===== config.mk =====
export PLATFORM = sky130hd
export DESIGN_NAME = traffic_phase_controller
export DESIGN_NICKNAME = d
export VERILOG_FILES = /design/src/rtl/traffic_phase_controller.sv
export SDC_FILE = /design/constraint.sdc
export NUM_CORES = 1
export LEC_CHECK = 0
export BUFFER_PORTS_ARGS = -buffer_cell sky130_fd_sc_hd__buf_2
export CELL_PAD_IN_SITES_DETAIL_PLACEMENT = 1
export CELL_PAD_IN_SITES_GLOBAL_PLACEMENT = 1
export CORE_MARGIN = 3
export CORE_UTILIZATION = 45
export CTS_CLUSTER_SIZE = 10
export DETAILED_ROUTE_END_ITERATION = 10
export PLACE_DENSITY = 0.87
export SETUP_SLACK_MARGIN = 0.15
export SLEW_MARGIN = 20
export SYNTH_ARGS = -nofsm -noshare
export SYNTH_HDL_FRONTEND = slang
export SYNTH_SLANG_ARGS = --single-unit

===== constraint.sdc =====
create_clock -name clk -period 4.7 [get_ports clk]
set_clock_uncertainty 0.2 [all_clocks]
set_input_delay 0.705 -clock clk [delete_from_list [all_inputs] [get_ports clk]]
set_output_delay 0.705 -clock clk [all_outputs]
set_load 0.01 [all_outputs]

===== src/rtl/traffic_phase_controller.sv =====
// Round-robin traffic phase sequencer: GREEN -> YELLOW -> ALL-RED per approach,
// with pedestrian green extension and emergency preemption.
module traffic_phase_controller #(
    parameter int NUM_PHASES  = 4,
    parameter int GREEN_CYC   = 20,
    parameter int YELLOW_CYC  = 5,
    parameter int ALLRED_CYC  = 2,
    parameter int PED_EXT_CYC = 10,
    parameter int CNT_W       = 8,
    parameter int PH_W        = 2
) (
    input  logic                    clk,
    input  logic                    rst,
    input  logic [NUM_PHASES-1:0]   ped_req,
    input  logic                    emerg_req,
    input  logic [PH_W-1:0]         emerg_phase,
    output logic [2*NUM_PHASES-1:0] lights,
    output logic [PH_W-1:0]         active_phase,
    output logic [NUM_PHASES-1:0]   ped_walk,
    output logic                    preempt_act
);

    typedef enum logic [1:0] {
        S_ALLRED,
        S_GREEN,
        S_YELLOW,
        S_PREEMPT
    } state_t;

    localparam logic [1:0] L_RED    = 2'b00;
    localparam logic [1:0] L_GREEN  = 2'b01;
    localparam logic [1:0] L_YELLOW = 2'b10;

    localparam logic [CNT_W-1:0] T_GREEN     = CNT_W'(GREEN_CYC - 1);
    localparam logic [CNT_W-1:0] T_GREEN_EXT = CNT_W'(GREEN_CYC + PED_EXT_CYC - 1);
    localparam logic [CNT_W-1:0] T_YELLOW    = CNT_W'(YELLOW_CYC - 1);
    localparam logic [CNT_W-1:0] T_ALLRED    = CNT_W'(ALLRED_CYC - 1);
    localparam logic [PH_W:0]    NP_W        = (PH_W + 1)'(NUM_PHASES);

    state_t                  state;
    logic [CNT_W-1:0]        timer;
    logic                    first;
    logic [NUM_PHASES-1:0]   ped_latch;

    logic [PH_W-1:0]         e_ph;
    logic [PH_W-1:0]         rot_ph;
    logic [PH_W-1:0]         tgt;

    function automatic logic [2*NUM_PHASES-1:0] lamp(input logic [PH_W-1:0] p,
                                                      input logic [1:0] code);
        logic [2*NUM_PHASES-1:0] v;
        v = '0;
        for (int i = 0; i < NUM_PHASES; i++) begin
            if (PH_W'(i) == p) v[2*i +: 2] = code;
        end
        return v;
    endfunction

    function automatic logic [NUM_PHASES-1:0] onehot(input logic [PH_W-1:0] p);
        logic [NUM_PHASES-1:0] v;
        v = '0;
        for (int i = 0; i < NUM_PHASES; i++) begin
            if (PH_W'(i) == p) v[i] = 1'b1;
        end
        return v;
    endfunction

    // Out-of-range emergency phases fall back to phase 0
    assign e_ph   = ({1'b0, emerg_phase} >= NP_W) ? '0 : emerg_phase;
    assign rot_ph = ({1'b0, active_phase} == NP_W - 1'b1) ? '0
                                                          : active_phase + 1'b1;
    assign tgt    = first ? '0 : rot_ph;

    always_ff @(posedge clk) begin
        if (rst) begin
            state        <= S_ALLRED;
            timer        <= T_ALLRED;
            first        <= 1'b1;
            ped_latch    <= '0;
            lights       <= '0;
            active_phase <= '0;
            ped_walk     <= '0;
            preempt_act  <= 1'b0;
        end else begin
            ped_latch <= ped_latch | ped_req;
            unique case (state)
                S_ALLRED: begin
                    if (timer != '0) begin
                        timer <= timer - 1'b1;
                    end else if (emerg_req) begin
                        state        <= S_PREEMPT;
                        first        <= 1'b0;
                        active_phase <= e_ph;
                        lights       <= lamp(e_ph, L_GREEN);
                        ped_walk     <= '0;
                        preempt_act  <= 1'b1;
                    end else begin
                        state        <= S_GREEN;
                        first        <= 1'b0;
                        active_phase <= tgt;
                        lights       <= lamp(tgt, L_GREEN);
                        if (ped_latch[tgt]) begin
                            timer     <= T_GREEN_EXT;
                            ped_walk  <= onehot(tgt);
                            // A fresh press in this cycle re-arms the latch
                            ped_latch <= (ped_latch & ~onehot(tgt)) | ped_req;
                        end else begin
                            timer    <= T_GREEN;
                            ped_walk <= '0;
                        end
                    end
                end
                S_GREEN: begin
                    if (emerg_req && active_phase == e_ph) begin
                        state       <= S_PREEMPT;
                        ped_walk    <= '0;
                        preempt_act <= 1'b1;
                    end else if (emerg_req || timer == '0) begin
                        state    <= S_YELLOW;
                        timer    <= T_YELLOW;
                        lights   <= lamp(active_phase, L_YELLOW);
                        ped_walk <= '0;
                    end else begin
                        timer <= timer - 1'b1;
                    end
                end
                S_YELLOW: begin
                    if (timer == '0) begin
                        state  <= S_ALLRED;
                        timer  <= T_ALLRED;
                        lights <= lamp(active_phase, L_RED);
                    end else begin
                        timer <= timer - 1'b1;
                    end
                end
                S_PREEMPT: begin
                    if (!emerg_req) begin
                        state       <= S_YELLOW;
                        timer       <= T_YELLOW;
                        lights      <= lamp(active_phase, L_YELLOW);
                        preempt_act <= 1'b0;
                    end
                end
            endcase
        end
    end

endmodule


==> summary.md <==
| Metric | Value |
|---|---|
| Final core occ | `0.542` |
| IO Pins | `24` |
| Average cell area after synthesis | `8.24 µm²` |
| Top layer in use | `met4` |
| CTS Sinks | `30` |
| Commonest non-fill, non-tap cell in the layout | `dfxtp_1` |
| Hold buffer count at CTS | `0` |
| Ratio of cells with drive above 1 in the final layout | `0.183` |
| DR pass1 iterations | `4` |
| First-pass GRT wire length | `7750 µm` |
| Largest net degree at the start of global routing | `25` |
| CTS buffer count | `5` |
| Slew Viols, Final | `0` |
| Number of port buffers | `23` |
| Critical Path Sink Type | `register` |
| Synthesis Warnings | `0` |
| Hold Fails Final Rpt | `0` |
| Global route overflow | `0` |
| Clk Latency, worst-skew pair | `0.29 ns` |
| Worst reg2reg path depth | `7` |
| Final #Nets | `239` |
| Min Tclk post-route | `2.61 ns` |
| Initial DRC Count | `74` |
| Async SR Flop Fraction | `0` |
| Max-Cap Viols | `0` |
| #FFs+latches synth | `30` |
| M1 WL | `2170 µm` |
| Top_reg_cell synth | `dfxtp_1` |
| Placeable core area | `0.00349 mm²` |
| Area delta synth->final | `11.5%` |
| Critical path type | `reg -> reg` |
| Hold path endpoint | `lights[1]` |
| RePlAce Congestion | `0.834` |
| Clk slew on worst S/H paths | `0.06 ns` |
| R2r setup slk | `2.09 ns` |
| Critical R2R Capture | `ped_latch[3]` |
| Die area | `0.00455 mm²` |
| Area after DPL | `0.00181 mm²` |
| Setup TNS | `0 ns` |
| Die width | `67.4 µm` |
| Finished Cell Area | `0.00189 mm²` |
| Met3 wire length | `124 µm` |
| Endpoints failing setup | `0` |
| Diode count | `0` |
| RSZ-0062 raised after global routing | `false` |
| CP max FO | `9` |
| Vias | `1590` |
| Starting Density | `0.486` |
| Synth Cell Area | `0.00170 mm²` |
| Fmax | `382 MHz` |
| Number of vias per cell | `5.89` |
| CTS HTree Levels | `2` |
| Clock Path Buffers | `2` |
| Hold_sp | `lights[1]` |
| Post-CTS sizing | `0` |
| Vias in the first global route | `1567` |
| Critical path launch point type | `register` |
| Final Cycle Share | `0.556` |
| Slew @ Worst Pin | `0.648 ns` |
| Peak supply drop | `0.000254 V` |
| Rows | `21` |
| Initial antenna violation count | `0` |
| Final antenna-violating net count | `0` |
| Status | `finished, final reports clean` |
| Pwr/cell area | `619 mW/mm²` |
| CTS tree | `yes` |
| Slew headroom | `0.567` |
| Mapped Cells | `206` |
| Syn nets | `221` |
| WP data arrival | `2.60 ns` |
| Post-CTS setup buffers | `0` |
| Post-DP HPWL | `3420 µm` |
| Worst min path class | `reg -> reg` |
| Drc violations | `0` |
| Worst Path Required | `4.68 ns` |
| Die Y | `67.4 µm` |
| Worst hold path depth | `2` |
| Sequential element share of the synthesized area | `0.354` |
| Root Buffer | `clkbuf_8` |
| Wire length on met2 | `2180 µm` |
| Hold_ws | `0.248 ns` |
| Leakage | `0.722 nW` |
| WL per Instance | `17.1 µm` |
| Gr usage total | `0.228` |
| Unique masters post-synth | `51` |
| Most frequent cells in the layout | `dfxtp_1 (30), nor2_1 (23), buf_2 (23)` |
| FF-to-FF Start | `timer[0]` |
| Number of flops mapped to enable cells by yosys | `0` |
| WL final | `4610 µm` |
-- sequential cells by signal (all words and copies together), names as in the netlist --
register and flops:
preempt_act 1, ped_walk 4, state 2, timer 8, first 1, active_phase 2
ped_latch 4, lights 8
-- per-layer routing --
| layer | global-route usage | vias up |
|---|---|---|
| li1 | - | 786 |
| met2 | 0.360 | 26 |
| met1 | 0.294 | 765 |
| met5 | 0 | - |
| met4 | 0.122 | 0 |
| met3 | 0.0433 | 13 |
-- where the power goes --
| part | switching, mW | leakage [nW] | internal [mW] |
|---|---|---|---|
| combinational | 0.344 | 0.433 | 0.221 |
| clock | 0.0941 | 0.0438 | 0.0989 |
| sequential | 0.101 | 0.245 | 0.314 |
-- cell usage after synthesis (4+ instances only) --
cell type	instances	area, µm²
dfxtp_1	30	601
nor2_1	23	86.3
a21oi_1	18	90.1
nand2_1	17	63.8
inv_1	10	37.5
clkbuf_1	8	30.0
o21ai_0	8	40.0
ha_1	6	75.1
a211oi_1	5	37.5
nand3_1	5	25.0
o21ai_1	5	25.0
o2111ai_1	4	35.0
xnor2_1	4	35.0
-- how the worst max path moves through the flow --
stage,startpoint,endpoint,depth (start not counted)
CTS,timer[0],ped_latch[3],7
global placement,emerg_req,lights[2],6
detailed placement,timer[0],lights[6],7
floorplan,active_phase[0],lights[6],7
finish,timer[0],ped_latch[3],7
global route,active_phase[0],lights[6],6
-- final cells by class --
class	count	area [µm²]
clock buffer	5	68.8
clock inverter	2	10.0
fill	447	1600
inverter	10	37.5
multi-input combinational	154	1000
sequential	30	601
tap	46	57.6
timing repair buffer	23	115
-- critical path: stages, from the launching register on --
cell     delay (ns)
dfxtp_1        0.37
inv_1          0.11
ha_1           0.17
nor4b_1        0.53
nor3b_4        0.47
o31a_2         0.33
nand3_1        0.13
a22o_1         0.21
-- cells by family (layout without fill, tap and decap cells) --
group                    after synthesis  count (layout)  share of synthesized area
adder cells (fa/ha/maj)                6               6                     0.0442
flip-flops                            30              30                      0.354
buffers and inverters                 22              40                     0.0553
multiplexers                           1               1                    0.00590
AND/OR/NAND/NOR                       73              73                      0.228
XOR/XNOR                               5               5                     0.0258
AO/OA/AOI/OAI                         69              69                      0.287
-- stage by stage --
stage / setup WS (ns) / power [mW] / std cells
3_3_place_gp: 2.22 / 0.934 / 263
4_1_cts: 2.07 / 1.17 / 270
6_report: 2.09 / 1.17 / 270
3_5_place_dp: 2.18 / 0.972 / 263
2_1_floorplan: 2.37 / 0.846 / 206
5_1_grt: 1.93 / 1.26 / 270
(Power assumes the default switching activity.)
